### src/rtl/nsa_pkg.sv
// Shared types and constants for the nibble-serial adder controller.
package nsa_pkg;

  typedef enum logic [1:0] {
    IDLE = 2'd0,
    RUN  = 2'd1,
    DONE = 2'd2
  } state_t;

  localparam int NIBBLE = 4;
  localparam int NREQ   = 2;

endpackage

### src/rtl/rca4.sv
// 4-bit ripple-carry adder cell built from a chain of full adders.
module rca4 (
  input  logic [3:0] a,
  input  logic [3:0] b,
  input  logic       ci,
  output logic [3:0] s,
  output logic       co
);

  logic [4:0] c;

  assign c[0] = ci;

  for (genvar i = 0; i < 4; i++) begin : g_fa
    assign s[i]   = a[i] ^ b[i] ^ c[i];
    assign c[i+1] = (a[i] & b[i]) | (c[i] & (a[i] ^ b[i]));
  end

  assign co = c[4];

endmodule

### src/rtl/nibble_serial_add_arb.sv
// Two-requester round-robin front end feeding a shared 4-bit adder that is
// stepped LSB-nibble first over WIDTH/4 cycles with a registered carry.
module nibble_serial_add_arb
  import nsa_pkg::*;
#(
  parameter int WIDTH = 16
) (
  input  logic             clk,
  input  logic             rst_n,
  input  logic             req0_valid,
  output logic             req0_ready,
  input  logic [WIDTH-1:0] req0_a,
  input  logic [WIDTH-1:0] req0_b,
  input  logic             req0_ci,
  input  logic             req1_valid,
  output logic             req1_ready,
  input  logic [WIDTH-1:0] req1_a,
  input  logic [WIDTH-1:0] req1_b,
  input  logic             req1_ci,
  output logic             res_valid,
  input  logic             res_ready,
  output logic [WIDTH-1:0] res_sum,
  output logic             res_co,
  output logic             res_id,
  output logic             busy
);

  localparam int N  = WIDTH / NIBBLE;
  localparam int KW = (N > 1) ? $clog2(N) : 1;
  localparam logic [KW-1:0] KLAST = KW'(N - 1);

  state_t            state, state_n;
  logic              prio;      // requester favoured on a tie
  logic              grant;     // requester selected this cycle
  logic [WIDTH-1:0]  a_sr, b_sr;
  logic              cy;
  logic [KW-1:0]     k;
  logic [NIBBLE-1:0] nib_s;
  logic              nib_co;
  logic [WIDTH+NIBBLE-1:0] sum_shift;

  rca4 u_rca4 (
    .a  (a_sr[NIBBLE-1:0]),
    .b  (b_sr[NIBBLE-1:0]),
    .ci (cy),
    .s  (nib_s),
    .co (nib_co)
  );

  // New nibble enters at the top; the whole result slides down one nibble.
  assign sum_shift = {nib_s, res_sum};

  // Arbitration, ready generation and next-state decode.
  always_comb begin
    state_n    = state;
    req0_ready = 1'b0;
    req1_ready = 1'b0;
    grant      = (req0_valid && req1_valid) ? prio : req1_valid;
    case (state)
      IDLE: begin
        req0_ready = rst_n && req0_valid && !grant;
        req1_ready = rst_n && req1_valid &&  grant;
        if (req0_ready || req1_ready) state_n = RUN;
      end
      RUN:     if (k == KLAST) state_n = DONE;
      DONE:    if (res_ready)  state_n = IDLE;
      default: state_n = IDLE;
    endcase
  end

  // State, operand/result shift registers and round-robin pointer.
  always_ff @(posedge clk or negedge rst_n) begin
    if (!rst_n) begin
      state     <= IDLE;
      prio      <= 1'b0;
      a_sr      <= '0;
      b_sr      <= '0;
      cy        <= 1'b0;
      k         <= '0;
      res_sum   <= '0;
      res_co    <= 1'b0;
      res_id    <= 1'b0;
      res_valid <= 1'b0;
      busy      <= 1'b0;
    end else begin
      state     <= state_n;
      res_valid <= (state_n == DONE);
      busy      <= (state_n != IDLE);
      case (state)
        IDLE: if (state_n == RUN) begin
          a_sr   <= grant ? req1_a  : req0_a;
          b_sr   <= grant ? req1_b  : req0_b;
          cy     <= grant ? req1_ci : req0_ci;
          res_id <= grant;
          k      <= '0;
        end
        RUN: begin
          a_sr    <= a_sr >> NIBBLE;
          b_sr    <= b_sr >> NIBBLE;
          cy      <= nib_co;
          k       <= k + 1'b1;
          res_sum <= sum_shift[WIDTH+NIBBLE-1:NIBBLE];
          if (k == KLAST) res_co <= nib_co;
        end
        DONE: if (res_ready) prio <= ~res_id;
        default: ;
      endcase
    end
  end

endmodule

### config.mk
export PLATFORM = sky130hd
export DESIGN_NAME = nibble_serial_add_arb
export DESIGN_NICKNAME = d
export VERILOG_FILES = /design/src/rtl/nsa_pkg.sv /design/src/rtl/rca4.sv /design/src/rtl/nibble_serial_add_arb.sv
export SDC_FILE = /design/constraint.sdc
export NUM_CORES = 1
export LEC_CHECK = 0
export BUFFER_PORTS_ARGS = -buffer_cell sky130_fd_sc_hd__buf_2
export CORE_ASPECT_RATIO = 2
export CORE_MARGIN = 5
export CORE_UTILIZATION = 45
export DETAILED_ROUTE_END_ITERATION = 6
export MAX_ROUTING_LAYER = met4
export PLACE_DENSITY_LB_ADDON = 0.05
export SKIP_CTS_REPAIR_TIMING = 1
export SYNTH_ARGS = -nofsm -noshare
export SYNTH_HDL_FRONTEND = slang
export SYNTH_HIERARCHICAL = 1
export SYNTH_SLANG_ARGS = --single-unit
### constraint.sdc
create_clock -name clk -period 2.48 [get_ports clk]
set_input_delay 0 -clock clk [delete_from_list [all_inputs] [get_ports clk]]
set_output_delay 0 -clock clk [all_outputs]
set_load 0.02 [all_outputs]
* Word-level counts from Yosys, hierarchy flattened
Cells that the tools add are included.
** Storage, ports and cells
- Flip-flop bits (word level) :: 58
- Input bits :: 71
- Output and inout port bits :: 22
- Logic and storage cells :: 71
** Operators by class
- Multiplexer cells :: 18
- Add/sub/neg operators :: 1
- Bitwise operators :: 21
- Reductions and logical operators :: 14
- Eq/ne operators :: 6
** Operators by type and width (count)
- two-way mux 16 bit :: 4
- case mux 16 bit (2 select lines) :: 2
- bitwise AND 1 bit :: 8
- two-way mux 2 bit :: 4
- AND reduction 2 bit :: 4
- XOR 1 bit :: 8
- equality test 2 bit (second input constant) :: 3
- case mux 2 bit (3 select lines) :: 1
- logical AND 1 bit :: 5
- two-way mux 1 bit :: 5
- equality test 2 x 1 -> 1 bit (second input constant) :: 2
- bitwise OR 1 bit :: 4
- case mux 2 bit (2 select lines) :: 1
- nonzero test 2 bit :: 2
- adder 2 x 1 -> 2 bit (second input constant) :: 1
- logical NOT 2 bit :: 1
- != test 2 bit (second input constant) :: 1
- case mux 1 bit (2 select lines) :: 1
- logical NOT 1 bit :: 1
- logical OR 1 bit :: 1
- inverter 1 bit :: 1

* Longest topological paths before layout
- Depth after elaboration :: 10
- Gate-level depth with buffers :: 10
- Depth with buffers taken out :: 10

* Cells and area by module
The synthesis kept the hierarchy.
** Modules (own cells, without submodules)
- nibble_serial_add_arb :: cells an instance 309, area an instance 2867.8 sq um, times used 1, sequential area each 1451.4 sq um
- rca4 :: cells an instance 14, area an instance 117.6 sq um, times used 1, sequential area each 0.0 sq um

* Worst setup path after synthesis
OpenSTA, ideal clock, no wires.
- Path type :: register to register
- Start point :: register a_sr[0]
- End point :: register res_sum[15]
- Library setup time :: 0.065 ns
- Path slack :: 0.431 ns
- Path buffers :: 0
- Cell stages (with the launch flop) :: 11
- Clock period less this slack :: 2.049 ns
- Data arrival time :: 1.983 ns
- Cells stage by stage :: dfrtp_1 > fa_1 > inv_1 > fa_1 > inv_1 > fa_1 > inv_1 > fa_1 > inv_1 > nand2_1 > nand2_1
** On the way
- Longest elaborated chain between the ends :: 8
- Elaborated cells on any way between the ends :: 9
- Classes of those cells :: bitwise: 9
** RTL lines
- start: declaration :: line nibble_serial_add_arb.sv:35 : logic [WIDTH-1:0] a_sr, b_sr;
- start signal: assignment :: line nibble_serial_add_arb.sv:91 : a_sr <= grant ? req1_a : req0_a;
- start signal: assignment :: line nibble_serial_add_arb.sv:98 : a_sr <= a_sr >> NIBBLE;
- XOR 1 bit :: line rca4.sv:16 : assign c[i+1] = (a[i] & b[i]) | (c[i] & (a[i] ^ b[i]));
- bitwise AND 1 bit :: line rca4.sv:16
- bitwise OR 1 bit * :: line rca4.sv:16
- bitwise AND 1 bit * :: line rca4.sv:16
- bitwise OR 1 bit * :: line rca4.sv:16
- bitwise AND 1 bit * :: line rca4.sv:16
- bitwise OR 1 bit * :: line rca4.sv:16
- XOR 1 bit * :: line rca4.sv:15 : assign s[i] = a[i] ^ b[i] ^ c[i];
- via nib_s[3] :: line nibble_serial_add_arb.sv:38 : logic [NIBBLE-1:0] nib_s;
- end signal: assignment :: line nibble_serial_add_arb.sv:102 : res_sum <= sum_shift[WIDTH+NIBBLE-1:NIBBLE];
- end: declaration :: line nibble_serial_add_arb.sv:22 : output logic [WIDTH-1:0] res_sum,
The timed path passes the listed nets; every way through them passes the cells marked *.
A chain may end at the register's enable or synchronous reset.

* Worst setup path after layout
- Start point :: input rst_n
- End point :: register b_sr[1]
** On the way
- Longest elaborated chain between the ends :: 8
- Elaborated cells on any way between the ends :: 10
- Classes of those cells :: eq/ne: 2; mux: 2; reduce/logical: 6
** RTL lines
- start: declaration :: line nibble_serial_add_arb.sv:9 : input logic rst_n,
- logical AND 1 bit, on equally long branches (2 in series) :: line nibble_serial_add_arb.sv:61, nibble_serial_add_arb.sv:62
- logical OR 1 bit * :: line nibble_serial_add_arb.sv:63 : if (req0_ready || req1_ready) state_n = RUN;
- two-way mux 2 bit * :: line nibble_serial_add_arb.sv:63
- case mux 2 bit (3 select lines) * :: line nibble_serial_add_arb.sv:59 : case (state)
- equality test 2 x 1 -> 1 bit * :: line nibble_serial_add_arb.sv:90 : IDLE: if (state_n == RUN) begin
- != test 2 bit (no line) *
- AND reduction 2 bit (no line) *
- end signal: assignment :: line nibble_serial_add_arb.sv:92 : b_sr <= grant ? req1_b : req0_b;
- end signal: assignment :: line nibble_serial_add_arb.sv:99 : b_sr <= b_sr >> NIBBLE;
- end: declaration :: line nibble_serial_add_arb.sv:35
Every way passes the cells marked *; elsewhere a longest branch is shown, timed or not.

==> flow_summary.yaml <==
power_and_ir_drop:
  p_total_mw: 5.52
  p_sw_mw: 2.07
  power_leakage_nw: 2.13
  intPower_mw: 3.46
  power.density_nw_per_um2: 1270
  power.share.combinational_pct: 48.6
  netSwitchingFraction_pct: 37.4
  seqPwrFrac_pct: 31.8
  peakVddDrop_mv: 0.648
  clkPwrFrac_pct: 19.7
timing:
  clock_skew_ns: 0.00334
  fin_crit_sh_pct: 90.5
  finalWorstSetupSlack_ns: 0.236
  rsz0062_at_grt: "false"
  tightest_slew_ns: 0.623
  fin_tns_setup_ns: 0
  timing.hold.ws_ns: -0.0462
  slew_headroom_pct: 58.3
  setup_viol_count_final: 0
  timing.fmax_mhz: 446
  fin_crit_ns: 2.24
  report.final.slew_viol_count: 0
  hold_viol: 4
cells_and_area:
  antennaDiodeCount: 0
  syn2layout_area_growth_pct: 45.5
  stdcell_count: 564
  utilization_pct: 66.1
  nNetsFinal: 550
  mostFrequentLayoutCells: "nand2_1 (112), buf_2 (92), dlygate4sd3_1 (61)"
  layout_commonest_cell: "nand2_1"
  final_area_um2: 4340
  drive_gt1_share_pct: 25.6
worst_setup_path:
  slowest_delay_ns: 0.59
  worstReg2RegEnd: "a_sr[10]"
  r2r_cells: 5
  start_kind: "input port"
  path_max_fanout: 25
  cp-end-kind: "flip-flop"
  setup.worst_path.start: "rst_n"
  r2r_start: "prio"
  rrSetupSlack_ns: 0.28
  crit_chain: "dlygate4sd3_1, buf_2, buf_4, nor3b_2, o21a_1, buf_4, a31oi_1, dlygate4sd3_1"
  criticalPathCategory: "input port to flip-flop"
  crit_end: "b_sr[1]"
  arrival_ns: 2.44
  crit_slowest_cell: "dlygate4sd3_1"
  required_ns: 2.68
synthesis:
  ys_ff_latch: 58
  seq_area_frac_synth_pct: 48.6
  synth_nets: 399
  synth_top_area_cell: "dfrtp_1"
  netlist_instances: 323
  yosys.area.top_type_share_pct: 48.6
  yosys_warnings: 6
  synth_area_um2: 2990
  yosysUniqueCellTypes: 31
  synth_area_per_cell_um2: 9.24
  synth_area_leaders: "dfrtp_1 (49%), nand2_1 (14%), o221ai_1 (7.3%)"
die:
  core_area_um2: 6570
  die_area_um2: 8460
  die_h_um: 125
  num_rows: 42
  num_io_pins: 93
  die_x_um: 67.6
  initial_core_util_pct: 45.4
grt:
  grt_pass1_wl_um: 12500
  gr-total-overflow: 0
  antenna_found_initial: 0
  grt_pass1_vias: 2630
  grt_max_degree: 37
  grt_usage_pct: 20.2
place:
  post-place-ws_ns: 0.337
  hpwl_um: 5610
  gp_congestion: 0.832
  dp_cells: 490
  placed_area_um2: 3470
  portBuffers: 92
drt:
  drcViolationCount: 0
  via_count: 2847
  dr.pass1.iters: 4
  ant_nets: 0
  avgViaCountPerCell: 5.05
  wl_per_cell_um: 14.8
  drt_iter0_drc: 136
  wirelength_um: 8370
clocking:
  clk_latency_ns: 0.33
  clk_pin_slew_ns: 0.04
  clock_path_buffers: 2
  cts.htree.levels: 3
  cts_tree: "done"
  cts_sinks: 58
  cts_buffers: 9
  root_buffer: "clkbuf_16"
outcome:
  status: "complete, but fails checks"
  violations: "hold timing"
worst_hold_path:
  hold_class: "input port to flip-flop"
flow_run:
  drv_cap: 0
-- layer usage --
layer / up-vias / routed length, um / GRT usage (%)
met4: 0 / 160 / 6.82
met5: - / 0 / -
met3: 14 / 353 / 5.57
met1: 1363 / 3230 / 23.1
met2: 67 / 4630 / 33.1
li1: 1403 / - / -
-- registers in the layout, summed over array words and instances (netlist names) --
name	flops
res_id	1
res_co	1
res_sum	16
k	2
res_valid	1
cy	1
busy	1
prio	1
state	2
a_sr	16
b_sr	16
-- cell type report --
cell class / instances / area [um^2]
clock buffers: 13 / 260
flip-flops and latches: 58 / 1450
fillers: 549 / 2220
multi-input cells: 231 / 1340
well taps: 88 / 110
inverters: 12 / 45.0
repair buffers: 162 / 1140
-- Yosys cell counts --
cell type,n
buf_12,1
and2_1,1
ha_1,1
inv_2,1
fa_1,4
dfrtp_1,58
a21o_1,1
mux2_2,2
nand2b_1,26
nand2_1,112
o21ai_1,5
nor2b_1,1
a31oi_1,26
nor3b_2,1
o21ai_4,1
o21ai_2,2
inv_1,11
buf_4,7
a41oi_1,1
o21ai_0,4
o221ai_1,25
nand2_2,1
clkbuf_1,4
buf_2,8
and3_2,1
buf_6,2
mux2i_1,8
a22o_1,1
nor2_1,4
or2_2,1
o21a_1,2
-- power by group through the flow --
stage / clock network [mW] / logic [mW] / registers [mW]
floorplan: 0 / 1.46 / 1.85
global placement: 0 / 2.14 / 1.76
CTS: 1.10 / 2.17 / 1.76
detailed placement: 0 / 2.17 / 1.77
global route: 1.14 / 3.01 / 1.82
finish: 1.09 / 2.68 / 1.76
-- logic make-up (layout without fill, tap and decap cells) --
family / Yosys count / in the layout / synth area share (%)
adders and majority gates: 5 / 5 / 3.10
and+or+nand+nor: 148 / 148 / 21.5
muxes: 10 / 10 / 3.44
DFF: 58 / 58 / 48.6
AOI/OAI and AO/OA: 68 / 68 / 16.8
buffers and inverters: 34 / 187 / 6.54
-- critical path, delay by kind of cell --
kind / cells / cell delay, ns
buf+inv: 5 / 1.82
compound gates: 2 / 0.31
simple gates: 1 / 0.30
-- how the worst min path moves through the flow --
stage | startpoint | endpoint | slack (ns) | depth (start not counted)
final | req1_a[12] | a_sr[12] | -0.05 | 3
after global routing | req0_a[13] | a_sr[13] | 0.003 | 3
after CTS | rst_n | b_sr[13] | -0.29 | 2
after detailed placement | rst_n | b_sr[15] | 0.05 | 2
after global placement | rst_n | b_sr[15] | 0.04 | 2
after floorplan | rst_n | a_sr[0] | -0.30 | 0
Note: power is estimated with default switching activity, not from simulation.
